$ cat src/rtl/cast128_pkg.sv
// cast128_pkg: shared types and sizes for the two-channel CAST-128 arbiter
package cast128_pkg;

    localparam int DW          = 64;
    localparam int KW          = 128;
    localparam int NCH         = 2;
    localparam int TMO_DEFAULT = 255;

    typedef enum logic [2:0] {
        S_IDLE,
        S_KEY,
        S_KWAIT,
        S_DATA,
        S_DWAIT,
        S_DONE
    } state_t;

    // Winning channel index: a lone request wins, a tie goes to the channel not served last
    function automatic logic rr_pick(input logic [NCH-1:0] req, input logic last);
        return (req == 2'b11) ? ~last : req[1];
    endfunction

endpackage

$ cat src/rtl/cast128_rr_arb.sv
// cast128_rr_arb: two-way round-robin grant with a last-served pointer
module cast128_rr_arb
    import cast128_pkg::*;
(
    input  logic           clk,
    input  logic           rst,
    input  logic [NCH-1:0] req,
    input  logic           take,
    output logic           win
);

    logic last;

    assign win = rr_pick(req, last);

    // Reset to "channel 1 served last" so channel 0 wins the first tie
    always_ff @(posedge clk) begin
        if (rst)
            last <= 1'b1;
        else if (take)
            last <= win;
    end

endmodule

$ cat src/rtl/cast128_arbiter.sv
// cast128_arbiter: shares one CAST-128 core between two request channels with key caching and a watchdog
module cast128_arbiter
    import cast128_pkg::*;
#(
    parameter int TMO = TMO_DEFAULT
) (
    input  logic          CLK,
    input  logic          RST,
    input  logic          REQ0,
    input  logic          REQ1,
    input  logic          ENCDEC0,
    input  logic          ENCDEC1,
    input  logic [DW-1:0] DIN0,
    input  logic [DW-1:0] DIN1,
    input  logic [KW-1:0] KIN0,
    input  logic [KW-1:0] KIN1,
    input  logic          KNEW0,
    input  logic          KNEW1,
    output logic          ACK0,
    output logic          ACK1,
    output logic          DVLD0,
    output logic          DVLD1,
    output logic [DW-1:0] DOUT,
    output logic          ERR,
    output logic          C_EN,
    output logic          C_Krdy,
    output logic          C_Drdy,
    output logic          C_EncDec,
    output logic [KW-1:0] C_Kin,
    output logic [DW-1:0] C_Din,
    input  logic          C_BSY,
    input  logic          C_Kvld,
    input  logic          C_Dvld,
    input  logic [DW-1:0] C_Dout
);

    state_t        state, state_nx;
    logic [7:0]    wdog;
    logic          win, grant, need_key, waiting, expire;
    logic          gch, key_valid, key_owner;
    logic          encdec_r, ack0_r, ack1_r, err_r, drdy_r, en_r;
    logic [DW-1:0] din_r, dout_r;
    logic [KW-1:0] key_r;

    cast128_rr_arb u_rr (
        .clk  (CLK),
        .rst  (RST),
        .req  ({REQ1, REQ0}),
        .take (grant),
        .win  (win)
    );

    assign grant    = (state == S_IDLE) && (REQ0 || REQ1);
    assign need_key = !key_valid || (key_owner != win) || (win ? KNEW1 : KNEW0);
    assign waiting  = (state == S_KWAIT && !C_Kvld) || (state == S_DWAIT && !C_Dvld) ||
                      (state == S_DATA && C_BSY);
    assign expire   = waiting && (wdog == 8'(TMO - 1));

    always_comb begin
        state_nx = state;
        case (state)
            S_IDLE:  state_nx = grant ? (need_key ? S_KEY : S_DATA) : S_IDLE;
            S_KEY:   state_nx = S_KWAIT;
            S_KWAIT: state_nx = C_Kvld ? S_DATA : (expire ? S_IDLE : S_KWAIT);
            S_DATA:  state_nx = !C_BSY ? S_DWAIT : (expire ? S_IDLE : S_DATA);
            S_DWAIT: state_nx = C_Dvld ? S_DONE : (expire ? S_IDLE : S_DWAIT);
            S_DONE:  state_nx = S_IDLE;
            default: state_nx = S_IDLE;
        endcase
    end

    always_ff @(posedge CLK) begin
        if (RST) begin
            state     <= S_IDLE;
            wdog      <= 8'd0;
            gch       <= 1'b0;
            key_valid <= 1'b0;
            key_owner <= 1'b0;
            encdec_r  <= 1'b0;
            din_r     <= '0;
            key_r     <= '0;
            dout_r    <= '0;
            ack0_r    <= 1'b0;
            ack1_r    <= 1'b0;
            err_r     <= 1'b0;
            drdy_r    <= 1'b0;
            en_r      <= 1'b0;
        end else begin
            state  <= state_nx;
            en_r   <= 1'b1;
            wdog   <= (state_nx != state) ? 8'd0 : (waiting ? wdog + 8'd1 : wdog);
            ack0_r <= grant && !win;
            ack1_r <= grant && win;
            err_r  <= expire;
            // Core data strobe is registered so no core status input reaches an output combinationally
            drdy_r <= (state == S_DATA) && !C_BSY;
            if (grant) begin
                gch      <= win;
                encdec_r <= win ? ENCDEC1 : ENCDEC0;
                din_r    <= win ? DIN1 : DIN0;
                key_r    <= win ? KIN1 : KIN0;
            end
            if (state == S_KEY || expire)
                key_valid <= 1'b0;
            else if (state == S_KWAIT && C_Kvld) begin
                key_valid <= 1'b1;
                key_owner <= gch;
            end
            if (state == S_DWAIT && C_Dvld)
                dout_r <= C_Dout;
        end
    end

    assign ACK0     = ack0_r;
    assign ACK1     = ack1_r;
    assign DVLD0    = (state == S_DONE) && !gch;
    assign DVLD1    = (state == S_DONE) && gch;
    assign DOUT     = dout_r;
    assign ERR      = err_r;
    assign C_EN     = en_r;
    assign C_Krdy   = (state == S_KEY);
    assign C_Drdy   = drdy_r;
    assign C_EncDec = encdec_r;
    assign C_Kin    = key_r;
    assign C_Din    = din_r;

endmodule

$ cat config.mk
export PLATFORM = sky130hd
export DESIGN_NAME = cast128_arbiter
export DESIGN_NICKNAME = d
export VERILOG_FILES = /design/src/rtl/cast128_pkg.sv /design/src/rtl/cast128_rr_arb.sv /design/src/rtl/cast128_arbiter.sv
export SDC_FILE = /design/constraint.sdc
export NUM_CORES = 1
export LEC_CHECK = 0
export ABC_CLOCK_PERIOD_IN_PS = 2300
export BUFFER_PORTS_ARGS = -buffer_cell sky130_fd_sc_hd__buf_2
export CAP_MARGIN = 20
export CORE_AREA = 5 5 281 283
export DETAILED_ROUTE_END_ITERATION = 10
export DIE_AREA = 0 0 286 288
export PLACE_DENSITY = 0.45
export RECOVER_POWER = 50
export SYNTH_ARGS = -nofsm -noshare
export SYNTH_HDL_FRONTEND = slang
export SYNTH_HIERARCHICAL = 1
export SYNTH_SLANG_ARGS = --single-unit
$ cat constraint.sdc
create_clock -name CLK -period 2.3 [get_ports CLK]
set_input_delay 0.23 -clock CLK [delete_from_list [all_inputs] [get_ports CLK]]
set_output_delay 0.23 -clock CLK [all_outputs]
set_load 0.02 [all_outputs]
# Word-level counts from Yosys, hierarchy flattened
# Index checks and enable logic that the tools add are counted.
[op_classes]
n_mux = 15
eq_ne = 9
addsub = 1
bitwise = 2
n_reduce_logical = 28
[ops]
columns = ["operator", "n"]
rows = [
  ["128-bit 2-to-1 mux", 1],
  ["64-bit 2-to-1 mux", 1],
  ["3-bit case mux with 5 select lines", 1],
  ["1-bit logical AND", 12],
  ["2-bit 2-to-1 mux", 5],
  ["3-bit 2-to-1 mux", 3],
  ["8-bit by 1-bit adder with 8-bit output (second input constant)", 1],
  ["8-bit == test (second input constant)", 1],
  ["3-bit by 2-bit == test with 1-bit output (second input constant)", 2],
  ["3-bit == test (second input constant)", 2],
  ["1-bit zero test", 6],
  ["1-bit logical OR", 6],
  ["1-bit 2-to-1 mux", 4],
  ["2-bit OR reduction", 2],
  ["3-bit by 1-bit == test with 1-bit output (second input constant)", 1],
  ["3-bit zero test", 1],
  ["3-bit != test", 1],
  ["2-bit == test (second input constant)", 1],
  ["1-bit NOT", 2],
  ["2-bit AND reduction", 1],
  ["1-bit != test", 1],
]
[word_totals]
output_inout_bits = 265
wordCells = 70
inputBits = 459
ff_bits = 277

# Longest topological paths before layout
[logic_depth]
word_depth = 10
mapped_depth = 7

# Modules after synthesis
# The synthesis kept the hierarchy.
[by_module_without_submodules]
columns = ["mod", "cells_each", "seq_area_each_um2", "n_inst", "area_per_inst_um2"]
rows = [
  ["cast128_arbiter", 1249, 5525.3, 1, 11444.7],
  ["cast128_rr_arb", 4, 20.0, 1, 42.5],
]

# Least setup slack after synthesis
# Ideal clock, no wire load.
[synth_path]
path_kind = "flip-flop to flip-flop"
start = "register state[2]"
end = "register u_rr.last"
path_stages_with_launch = 7
setup_ns = 0.120
required_ns = 2.180
arrival_ns = 1.774
path_slack_ns = 0.407
synth_period_minus_slack_ns = 1.893
path_cell_list = "dfxtp_1 -> or4_1 -> inv_2 -> buf_2 -> clkbuf_1 -> nor2b_1 -> a211o_1"
[synth_between]
elab_chain_cells = 2
[synth_lines]
columns = ["item", "line", "text"]
rows = [
  ["from (decl)", "cast128_arbiter.sv:37", "state_t state, state_nx;"],
  ["from (signal assigned)", "cast128_arbiter.sv:89", "state <= state_nx;"],
  ["3-bit zero test", "cast128_arbiter.sv:53", "assign grant = (state == S_IDLE) && (REQ0 || REQ1);"],
  ["1-bit logical AND", "cast128_arbiter.sv:53", ""],
  ["via grant", "cast128_arbiter.sv:39", "logic win, grant, need_key, waiting, expire;"],
  ["to (signal assigned)", "cast128_rr_arb.sv:21", "last <= win;"],
  ["to (decl)", "cast128_rr_arb.sv:12", "logic last;"],
]
# The timed path passes the listed nets, and every way through them passes these cells.
# A chain may end at the register's enable or synchronous reset.

# Worst setup path after layout
[layout_path]
start = "register state[2]"
end = "register wdog[7]"
[layout_between]
elab_chain_cells = 10
[layout_lines]
columns = ["item", "line", "text"]
rows = [
  ["3-bit by 2-bit == test with 1-bit output or 3-bit == test (tied branches)", "cast128_arbiter.sv:55, cast128_arbiter.sv:61", ""],
  ["1-bit logical AND", "cast128_arbiter.sv:55", "assign waiting = (state == S_KWAIT && !C_Kvld) || (state == S_DWAIT && !C_Dvld) ||"],
  ["1-bit logical OR (2 in series)", "cast128_arbiter.sv:55", ""],
  ["1-bit logical AND", "cast128_arbiter.sv:57", "assign expire = waiting && (wdog == 8'(TMO - 1));"],
  ["2-bit 2-to-1 mux, or another cell as far along", "cast128_arbiter.sv:65", "S_DATA: state_nx = !C_BSY ? S_DWAIT : (expire ? S_IDLE : S_DATA);"],
  ["3-bit 2-to-1 mux, or another cell as far along", "cast128_arbiter.sv:65", ""],
  ["3-bit case mux with 5 select lines", "cast128_arbiter.sv:61", "case (state)"],
  ["3-bit != test", "cast128_arbiter.sv:91", "wdog <= (state_nx != state) ? 8'd0 : (waiting ? wdog + 8'd1 : wdog);"],
  ["2-bit OR reduction (no line)", "--", ""],
  ["to (signal assigned)", "cast128_arbiter.sv:91", ""],
  ["to (decl)", "cast128_arbiter.sv:38", "logic [7:0] wdog;"],
]
# Several ways; a longest one is shown, not always the timed one.

==> summary.md <==
| Metric | Value |
|---|---|
| Final setup margin | 0.168 ns |
| Final Wtd Congestion | 0.874 |
| Required time of the worst setup path | 2.73 ns |
| Max rail drop VDD | 0.463 mV |
| Part of the power in combinational logic | 31.2% |
| Clk buf depth | 3 |
| Syn Std Cell Area | 11500 um2 |
| Clock Root Buffer | clkbuf_16 |
| Pre-antenna DRT Iters | 4 |
| Post-route ant nets | 0 |
| Final setup vio count | 0 |
| Synth warn | 6 |
| Number of max-cap violations | 0 |
| Slew Limit Headroom | 50.0% |
| LEAKAGE | 7.33 nW |
| Mapped Cells | 1253 |
| Final Max Slew Viols | 0 |
| Critical path class | reg -> reg |
| Fraction of registers with async set/reset | 0% |
| Worst hold-check path type | in -> reg |
| Commonest non-fill, non-tap cell in the layout | buf_2 |
| Syn_area_per_cell | 9.17 um2 |
| Worst Skew | 0.0106 ns |
| Fmax | 469 MHz |
| Mapped Nets | 1714 |
| Sequential share of power | 36.2% |
| Fin crit share | 92.7% |
| Clk sinks | 277 |
| I/O pin cnt | 724 |
| Area grow syn2layout | 56.5% |
| Status | complete, no violations |
| H-tree levels | 2 |
| Final WL | 47.6 mm |
| Grt total ovfl | 0 |
| Clock buffer count from CTS | 34 |
| Pint | 11.0 mW |
| Later-pin clock latency in the skew report | 0.52 ns |
| Via Count | 11900 |
| RSZ-0062 raised after global routing | false |
| Switching power | 6.03 mW |
| Critical path fanouts, max | 14 |
| Die W | 286 um |
| Die ar. | 82400 um2 |
| Pwr dens | 946 nW/um2 |
| DRT iter0 DRCs | 376 |
| Die Ht | 288 um |
| Final setup TNS | 0 ns |
| Hold_ws | 0.0519 ns |
| Final Hold Fails | 0 |
| Yosys reg bits | 277 |
| Fraction of layout cells with a size suffix above 1 | 28.2% |
| Critical path endpoint category | flop |
| Initial antenna violation count | 1 |
| Total GRT Usage | 10.5% |
| CP startpoint kind | flop |
| Dpl ws | 0.143 ns |
| Worst Path Arrival | 2.56 ns |
| IO Port Bufs | 723 |
| Total core area | 76400 um2 |
| Crit path time final | 2.13 ns |
| Routed len/inst | 15.7 um |
| Netlist cell types | 37 |
| Initial Utilization | 15.0% |
| Dpl hpwl | 37.9 mm |
| Post-DR vias/cell | 3.94 |
| Worst Max-Slew Pin Slew | 0.750 ns |
| Clk network pwr share | 32.5% |
| Sequential element share of the synthesized area | 48.3% |
| Vias in the first global route | 12100 |
| CTS tree | done |
| Post-synth EDFFs | 0 |
| DRC | 0 |
| # nets final | 2483 |
| Reg clk slew, reported paths | 0.06 ns |
| Rows | 102 |
| Largest net degree at the start of global routing | 125 |
| Inserted Diodes | 0 |
| Primary FF master, synth | dfxtp_1 |
| Sw frac | 35.5% |
| Post CTS Setup Buffer Count | 0 |
| First-pass GRT wire length | 69.3 mm |
| Most frequent cells in the layout | buf_2 (460), dfxtp_1 (277), clkbuf_1 (268) |
==> layout make-up <==
| type | count | area, um2 |
|---|---|---|
| sequential | 277 | 5550 |
| clock inverter | 9 | 101 |
| tap | 988 | 1240 |
| multi-input combinational | 859 | 5480 |
| inverter | 5 | 26.3 |
| clock buffer | 50 | 1050 |
| timing repair buffer | 845 | 4530 |
| fill | 8468 | 58500 |
==> repair_timing <==
action,4_1_cts,5_1_grt
setup endpoints to repair,0,5
hold buffers,64,0
resized for setup,0,1
endpoints found under the hold margin,64,0
==> cells by family after synthesis <==
logic type / synth area share (%)
and+or+nand+nor: 13.0
AOI/OAI and AO/OA: 17.2
DFF: 48.3
muxes: 16.9
buffers and inverters: 4.30
adders and majority gates: 0.218
xor gates and xnor gates: 0.0763
==> worst paths after layout <==
path,start,to,slack (ns),cells past startpoint
setup / recovery,state[2],wdog[7],0.17,4
hold / removal,KIN0[40],C_Kin[40],0.05,3
setup reg to reg,state[2],wdog[7],0.17,4
hold reg to reg,DOUT[38],DOUT[38],0.46,2
==> critical path: stages (launching register included) <==
cell and delay, ns:
dfxtp_1 0.54, or4b_1 0.49, o31a_1 0.24, or4_1 0.54, a211oi_1 0.22
==> power groups by stage <==
stage	clock, mW	combinational (mW)	sequential, mW
5_1_grt	5.98	5.85	6.26
4_1_cts	5.77	5.64	6.15
6_report	5.53	5.31	6.16
3_5_place_dp	0	5.55	6.23
3_3_place_gp	0	5.48	6.24
2_1_floorplan	0	2.26	7.15
==> cells in the mapped netlist (all sizes together) (4+ instances only) <==
master  instances  area, um2
a211oi        200       1500
or3             5       31.3
nor2b           6       37.5
dfxtp         277       5550
buf            50        243
clkbuf         62        233
o21ai           8       40.0
nor3            4       20.0
inv             5       18.8
nor2          198        743
mux2i         194       1940
nand2         141        529
a21oi          70        350
==> state kept, by name (all words and copies together), names as in the netlist, 3 cells and up <==
| signal | count |
|---|---|
| C_Kin | 128 |
| state | 3 |
| wdog | 8 |
| C_Din | 64 |
| DOUT | 64 |
==> per-layer routing <==
metal	global-route usage, %	up-vias	routed length, um
met3	3.55	56	4200
met2	18.9	452	23900
met5	0	-	13
li1	-	5991	-
met4	2.95	2	997
met1	11.8	5448	18500
==> stage by stage <==
| stage | util (%) | cell area [um2] | power [mW] | instances |
|---|---|---|---|---|
| after floorplan | - | 11500 | 9.41 | 1253 |
| after global placement | 21.6 | 16500 | 11.7 | 2910 |
| after detailed placement | 21.6 | 16500 | 11.8 | 2910 |
| after CTS | 23.9 | 18300 | 17.6 | 3033 |
| after global routing | 23.5 | 18000 | 18.1 | 3033 |
| final | 23.5 | 18000 | 17.0 | 3033 |
Power figures use the tool's default switching activity.
